[config.mk]
export PLATFORM = sky130hd
export DESIGN_NAME = shift_right_seq
export DESIGN_NICKNAME = d
export VERILOG_FILES = /design/src/rtl/shift_right_seq.sv
export SDC_FILE = /design/constraint.sdc
export NUM_CORES = 1
export LEC_CHECK = 0
export ABC_AREA = 0
export CORE_MARGIN = 2
export CORE_UTILIZATION = 41
export CTS_CLUSTER_DIAMETER = 50
export CTS_CLUSTER_SIZE = 20
export DETAILED_ROUTE_END_ITERATION = 8
export PLACE_DENSITY = 0.74
export SYNTH_ARGS = -nofsm -noshare
export SYNTH_HDL_FRONTEND = slang
export SYNTH_SLANG_ARGS = --single-unit
export TNS_END_PERCENT = 5
[constraint.sdc]
create_clock -name clk -period 1.15 [get_ports clk]
set_input_delay 0.1725 -clock clk [delete_from_list [all_inputs] [get_ports clk]]
set_output_delay 0.1725 -clock clk [all_outputs]
set_load 0.01 [all_outputs]
[src/rtl/shift_right_seq.sv]
// shift_right_seq -- multi-cycle right shifter, one bit position per clock.
//
// An operand is loaded on an accepted start. It is then shifted right by one
// bit on each clock, shamt times in total, and done is pulsed for one cycle
// with the result.
//
// Optional feature: define SHIFT_ROT_EN to compile the rotate-right path for
// op 2'b10. When SHIFT_ROT_EN is undefined, op 2'b10 behaves as SRL.
//
// Ports:
//   clk        in   1        clock, rising edge
//   rst_n      in   1        asynchronous active-low reset
//   start      in   1        request; sampled only in IDLE
//   op         in   2        00 SRL, 01 SRA, 10 ROR, 11 reserved (SRL)
//   data_in    in   WIDTH    operand, latched on accept
//   shamt      in   SHAMT_W  shift amount 0..WIDTH-1, latched on accept
//   busy       out  1        high in SHIFT and DONE
//   done       out  1        one-cycle result-valid pulse
//   data_out   out  WIDTH    working/result register
//   carry_out  out  1        last bit shifted out of bit 0
//
// state | meaning
// ------+------------------------------------------------------------
// IDLE  | waiting for start; data_out/carry_out hold the last result
// SHIFT | one bit position per clock until the latched count runs out
// DONE  | result valid, done=1 for this single cycle

module shift_right_seq #(
  parameter int WIDTH   = 8,
  parameter int SHAMT_W = 3
) (
  input  logic               clk,
  input  logic               rst_n,
  input  logic               start,
  input  logic [1:0]         op,
  input  logic [WIDTH-1:0]   data_in,
  input  logic [SHAMT_W-1:0] shamt,
  output logic               busy,
  output logic               done,
  output logic [WIDTH-1:0]   data_out,
  output logic               carry_out
);

  typedef enum logic [1:0] {
    S_IDLE  = 2'b00,
    S_SHIFT = 2'b01,
    S_DONE  = 2'b10
  } state_t;

  state_t             state, state_nxt;
  logic [1:0]         op_q;
  logic [SHAMT_W-1:0] count;
  logic               fill;
  logic               accept;

  assign accept = (state == S_IDLE) && start;

  always_ff @(posedge clk or negedge rst_n) begin
    if (!rst_n) begin
      state <= S_IDLE;
    end else begin
      state <= state_nxt;
    end
  end

  always_comb begin
    state_nxt = state;
    case (state)
      S_IDLE: begin
        if (start) begin
          state_nxt = (shamt == '0) ? S_DONE : S_SHIFT;
        end
      end
      S_SHIFT: begin
        if (count == SHAMT_W'(1)) begin
          state_nxt = S_DONE;
        end
      end
      S_DONE:  state_nxt = S_IDLE;
      default: state_nxt = S_IDLE;
    endcase
  end

  // Bit entering at the MSB on each shift step.
  always_comb begin
    fill = 1'b0;
    case (op_q)
      2'b01:   fill = data_out[WIDTH-1];
`ifdef SHIFT_ROT_EN
      2'b10:   fill = data_out[0];
`endif
      default: fill = 1'b0;
    endcase
  end

  always_ff @(posedge clk or negedge rst_n) begin
    if (!rst_n) begin
      data_out  <= '0;
      carry_out <= 1'b0;
      op_q      <= 2'b00;
      count     <= '0;
    end else if (accept) begin
      data_out  <= data_in;
      carry_out <= 1'b0;
      op_q      <= op;
      count     <= shamt;
    end else if (state == S_SHIFT) begin
      data_out  <= {fill, data_out[WIDTH-1:1]};
      carry_out <= data_out[0];
      count     <= count - SHAMT_W'(1);
    end
  end

  // Decoded straight from the state register, so there is no path from inputs.
  assign busy = (state != S_IDLE);
  assign done = (state == S_DONE);

endmodule

* Word level (Yosys, flattened, before mapping)
Cells that the tools add are included.
Word-level totals: word-level logic and storage cells 32, output and inout port bits 11, register bits 16
Cells by class: reductions and logical operators 7, add/subtract/negate cells 1, equal/unequal tests 7, multiplexer cells 11
Operator list (number):
- 2-to-1 mux 8 bit | 2
- 2-to-1 mux 2 bit | 3
- 2-to-1 mux 3 bit | 2
- inequality test 2 bit (second input constant) | 3
- equality test 2 x 1 -> 1 bit (second input constant) | 2
- one-hot mux 2 bit (2 select lines) | 1
- AND reduction 2 bit | 2
- nonzero test 2 bit | 2
- equality test 3 x 1 -> 1 bit (second input constant) | 1
- zero test 3 bit | 1
- 2-to-1 mux 1 bit | 3
- subtractor 3 x 1 -> 3 bit (second input constant) | 1
- equality test 2 bit (second input constant) | 1
- zero test 2 bit | 1
- logical AND 1 bit | 1

* Longest topological paths before layout
Gate-level depths: netlist (run 1).
depth in word-level cells 4, depth in mapped cells 5, gate-level depth less buffers 5

* Worst setup path after synthesis (run 1)
Ideal clock, no wire load.
path kind reg2reg, from reg count[0], to reg count[2], stages on the path, launching flop included 6, buffers on the path 0, slack -0.050 ns, clock period less this slack 1.200 ns, arrival 1.068 ns, data required time 1.018 ns, setup time 0.132 ns, path through dfrtp_1 inv_1 ha_1 and3b_1 a311oi_1 o21ai_1
Between the ends: word-level cells in the longest chain between the ends 3
RTL lines:
- start, declared | line 52 | logic [SHAMT_W-1:0] count;
- start signal, assigned | line 106 | count <= shamt;
- start signal, assigned | line 110 | count <= count - SHAMT_W'(1);
- subtractor 3 x 1 -> 3 bit | line 110
- 2-to-1 mux 3 bit | line 107 | end else if (state == S_SHIFT) begin
- 2-to-1 mux 3 bit | line 102 | end else if (accept) begin
No other way between the ends. The select of a mux whose other input is x is not followed. A chain may end at the register's enable or synchronous reset.

* Final worst setup path (run 1)
from reg state[1], to reg op_q[0]
Between the ends: word-level cells in the longest chain between the ends 2
RTL lines:
- start, declared | line 50 | state_t state, state_nxt;
- start signal, assigned | line 62 | state <= state_nxt;
- zero test 2 bit | line 56 | assign accept = (state == S_IDLE) && start;
- logical AND 1 bit | line 56
- end signal, assigned | line 105 | op_q <= op;
- end, declared | line 51 | logic [1:0] op_q;
No other way between the ends.

==> results.ini, run 1 <==
[setup_path]
critPathArrivalTime_ns=1.50
end_kind=flop
cp.required_ns=1.34
critical_path_class=reg -> reg
cp-start-kind=flop
crit_fanout=12

[synth]
synth-edff-count=0
syn_inst=92
yosysTopAreaCell=dfrtp_1
async_flop_share_pct=100
ys_seq_area_share_pct=43.5
synth-main-ff-cell=dfrtp_1
synth_area_um2=920
syn-num-nets=110
ys_ff_latch=16
synth_area_leaders=dfrtp_1 (44%), a22oi_1 (6.5%), nor2b_1 (6.1%)
synth_common_cells=dfrtp_1 (16), o21ai_1 (10), a21oi_1 (9), nor2b_1 (9), a22oi_1 (8)
netlist.area_leader.share_pct=43.5
synth_cell_types=26
ys_warn_count=0
syn_avg_cell_area_um2=10.0
synthMostInstantiatedCell=dfrtp_1

[power_and_ir_drop]
total_power_uw=3810
powerDensity_nw_per_um2=2620
leakagePower_uw=0.000688
peakVddDrop_uv=1610

[clock_tree]
clk_path_buf_depth=2
cts-root-buf=clkbuf_4
cts.sink_count=16
cts-hold-fix-buffers=0
cts-buffers-inserted=3
cts_max_level=1
cts_tree=built
path_clk_slew_ns=0.11
insertion_delay_ns=0.30

[floorplanning]
die_area_um2=2640
core-area_um2=2170
die_y_um=51.4
design.portCount=27
initial_core_util_pct=42.4
rows=17
die_w_um=51.4

[timing]
tightest_slew_ns=0.333
timing.final.ws_setup_ns=-0.159
finClkSkew_ns=0.00852
tns_ns=-1.53
min_period_ns=1.31
rsz0062_at_grt=yes
setup_violations=18
period_share_pct=114
finalHoldViolations=0
slew_headroom_pct=77.6
max_freq_mhz=764
final_max_slew_viol_count=0
holdWs_ns=0.175

[grt]
grt_start_max_net_pins=18
grt_pass1_vias=879
track_usage_pct=20.6
grt_pass1_wl_um=3970
antenna_found_initial=0
gr-total-overflow=0

[min_path]
min_path_type=in -> async

[drt]
top_layer=met4
met1_length_um=1150
finalWirelength_um=2610
routedWlPerCell_um=15.2
met3_length_um=99
drtIter0Drc=10
drc_errors=0
wl_met2_um=1330
firstDrtPassIters=4
ant_nets=0
num_vias=889
viasPerCell=5.17

[place]
gp_congestion=0.746
placed_area_um2=1270
hpwl_um=1590
port-buffer-count=26

[layout]
postLayoutCoreUtil_pct=67.1
fin_area_um2=1460
layout-drive-gt1-share_pct=34.0
antenna_cells=0
fillers=193
layout.nets=163
area_delta_synth_final_pct=58.4

[outcome]
violations=setup timing
outcome=complete, but fails checks

[flow_run]
max-cap-violations=0

timing repair:
| item | in CTS | in global routing |
|---|---|---|
| resized for setup | 27 | 14 |
| setup buffers | 4 | 9 |
| pin swaps | 1 | 2 |
| gates cloned | 1 | 1 |
| endpoints found under the setup margin | 26 | 26 |
registers in the layout, summed over array words and instances (netlist names):
| signal | flops |
|---|---|
| carry_out | 1 |
| count | 3 |
| data_out | 8 |
| op_q | 2 |
| state | 2 |
final timing paths:
check	cells after the start	slack, ns	end	startpoint
worst max-delay path	4	-0.16	op_q[0]	state[1]
worst min-delay path	2	0.17	data_out[1]	rst_n
worst max register to register	4	-0.16	op_q[0]	state[1]
worst min register to register	2	0.52	carry_out	carry_out
max in group asynchronous	2	0.78	op_q[1]	rst_n
min in group clk	2	0.49	op_q[0]	op[0]
routing by layer:
metal  vias to the layer above  GRT usage [%]
li1                        430              -
met3                         4           6.43
met5                         -              0
met1                       434           25.1
met2                        21           34.6
met4                         0           6.14
where the power goes:
| part | internal, uW | total [uW] | switching [uW] | leakage, uW |
|---|---|---|---|---|
| Clock | 193 | 393 | 200 | 0.0000210 |
| Combinational | 1380 | 2420 | 1040 | 0.000467 |
| Sequential | 825 | 997 | 172 | 0.000200 |
metrics by stage:
step | std cells | setup slack (ns)
after floorplan | 92 | -0.0279
final | 172 | -0.159
after detailed placement | 154 | -0.239
after global routing | 172 | -0.196
after CTS | 162 | -0.179
after global placement | 154 | -0.225
kinds of logic (layout without fill, tap and decap cells):
family,after synthesis,after routing,synth area share [%]
muxes,3,3,4.35
buffers and inverters,12,63,8.03
DFF,16,16,43.5
AOI/OAI and AO/OA,36,36,23.8
adders and majority gates,2,2,2.72
and+or+nand+nor,23,24,17.6
placed cells by master, fill, tap and decap left out, types with 3 or more instances in the layout:
cell             count
clkdlybuf4s15_1      6
buf_6                3
a22oi_1              8
a21oi_1              8
clkdlybuf4s50_1     15
o21ai_1             10
buf_4               24
clkbuf_4             3
clkbuf_2             3
o21ai_0              3
inv_1                4
nor2b_1              9
nor2b_4              3
dfrtp_1             16
final cells by class:
type | count | area (um^2) | area share [%]
clock buffers | 4 | 36.3 | 2.49
repair buffers | 54 | 489 | 33.6
multi-input cells | 65 | 477 | 32.7
flip-flops and latches | 16 | 400 | 27.5
well taps | 28 | 35.0 | 2.41
inverters | 5 | 18.8 | 1.29
critical path: stages (launching register included):
cell and delay, ns:
dfrtp_1 0.44, buf_6 0.18, nor2b_4 0.11, nor2b_4 0.17, mux2_4 0.30
No activity file was read; power rests on OpenSTA's default activity.
==> run 2, diff against run 1 <==
Settings changed: GPL_TIMING_DRIVEN from default to 0.
==> results.ini, run 2 (synthesis gave the netlist of run 1 again) <==
[floorplanning]
die_y_um=51.4  ; unchanged
die_w_um=51.4  ; unchanged
die_area_um2=2640  ; unchanged
rows=17  ; unchanged
initial_core_util_pct=42.4  ; unchanged
design.portCount=27  ; unchanged
core-area_um2=2170  ; unchanged

[setup_path]
cp.required_ns=0.98  ; -0.36 ns
end_kind=output pin
crit_fanout=3  ; -9
crit_path_cell_trace=buf_6 > or2_4 > buf_6
critical_path_class=reg -> out
worst-path-buf-inv=2  ; +1
crit_top_cell=buf_6
critPathArrivalTime_ns=1.22  ; -0.28 ns
path_delay_family=flip-flops
cpPeakStageDelay_ns=0.42  ; -0.02 ns
cp_slowest_cell=dfrtp_1
cp-start-kind=flop

[drt]
num_vias=827  ; -7.0%
drc_errors=0  ; unchanged
ant_nets=0  ; unchanged
firstDrtPassIters=4  ; unchanged
finalWirelength_um=2440  ; -6.5%
routedWlPerCell_um=15.9  ; +4.5%
viasPerCell=5.37  ; +3.9%
drtIter0Drc=16  ; +6

[layout]
seqCellArea_um2=400  ; unchanged
area_delta_synth_final_pct=39.0
layout.nets=146  ; -10%
largest_register_ffs=8  ; unchanged
fillers=210  ; +8.8%
top_register=data_out
layout_commonest_cell=dfrtp_1
largestRegisters=data_out (8), count (3)
multiInputGateArea_um2=465  ; -2.4%
antenna_cells=0  ; unchanged
layout-drive-gt1-share_pct=27.8  ; -6.3 points
layout_common_cells=dfrtp_1 (16), clkdlybuf4s50_1 (15), o21ai_1 (11)
postLayoutCoreUtil_pct=58.9  ; -8.2 points

[outcome]
outcome=complete, but fails checks
violations=setup timing

[clock_tree]
clk_path_buf_depth=2  ; unchanged
cts-buffers-inserted=3  ; unchanged
insertion_delay_ns=0.30  ; about the same
cts.sink_count=16  ; unchanged
cts_max_level=1  ; unchanged
cts-root-buf=clkbuf_4
path_clk_slew_ns=0.10  ; about the same
cts_tree=built

[timing]
tns_ns=-2.38  ; -0.854 ns
final_max_slew_viol_count=0  ; unchanged
finalHoldViolations=0  ; unchanged
finClkSkew_ns=0.00967  ; +0.00115 ns
tightest_slew_ns=0.722  ; +0.388 ns
period_share_pct=121  ; +7.0 points
holdWs_ns=0.294  ; +0.119 ns
setup_violations=16  ; -2
slew_headroom_pct=51.7  ; -26 points
timing.final.ws_setup_ns=-0.240  ; -0.0807 ns
rsz0062_at_grt=yes
min_period_ns=1.39  ; +0.0807 ns
max_freq_mhz=719  ; -5.8%

[power_and_ir_drop]
leakagePower_uw=0.000584  ; -15%
peakVddDrop_uv=1260  ; -21%
powerDensity_nw_per_um2=2570  ; -1.7%

[grt]
grt_pass1_wl_um=3960  ; -0.18%
antenna_found_initial=0  ; unchanged
grt_pass1_vias=826  ; -6.0%
track_usage_pct=20.3  ; -0.26 points
gr-total-overflow=0  ; unchanged
grt_start_max_net_pins=17  ; -1

[place]
hpwl_um=1630  ; +3.0%
port-buffer-count=26  ; unchanged
gp_congestion=0.783  ; +4.9%

[min_path]
min_path_type=in -> async

[flow_run]
max-cap-violations=0  ; unchanged

==> run 2: cell count changes in the layout (fill, tap and decap cells not counted), sizes merged <==
cell           delta
clkbuf            +3
clkdlybuf4s15     -4
buf              -16
nor2b             -1
==> run 2: cell type report <==
| class | instances | area share [%] |
|---|---|---|
| inverter | 5 | 1.47 |
| sequential | 16 | 31.3 |
| tap | 28 | 2.74 |
| multi-input combinational | 64 | 36.4 |
| clock buffer | 3 | 1.76 |
| timing repair buffer | 32 | 21.8 |
| buffer | 6 | 4.50 |
==> run 2: worst paths after layout <==
path | start | to | slack [ns] | cells past startpoint
worst min-delay path | rst_n | data_out[1] | 0.29 | 1
min in group clk | data_in[1] | data_out[1] | 0.49 | 3
worst min register to register | carry_out | carry_out | 0.51 | 2
max in group asynchronous | rst_n | data_out[4] | 0.39 | 1
worst max register to register | state[1] | op_q[0] | -0.23 | 4
worst max-delay path | state[1] | busy | -0.24 | 3
==> run 2: repair_timing <==
item / in CTS / in global routing
hold buffers: 0 / 0
gates resized for setup: 30 / 15
pin swaps: 0 / 2
endpoints found under the setup margin: 23 / 25
buffers inserted: 3 / 3
==> run 2: per-stage QoR <==
| step | worst slack, ns | power [uW] | std cells | area, um^2 |
|---|---|---|---|---|
| detailed placement | -0.473 | 2790 | 146 | 1210 |
| floorplan | -0.0279 | 2130 | 92 | 920 |
| global route | -0.260 | 3540 | 154 | 1280 |
| global placement | -0.458 | 2710 | 146 | 1210 |
| finish | -0.240 | 3290 | 154 | 1280 |
| CTS | -0.273 | 3130 | 152 | 1260 |
==> run 2: power by group <==
group,switching [uW],internal [uW]
Combinational,929,1020
Clock,185,122
Sequential,209,826
Total,1320,1970
==> run 2: layer usage <==
metal	global-route usage, %	wire [um]
met5	0	0
met1	25.5	969
met4	3.95	29
met2	34.4	1300
met3	6.43	141
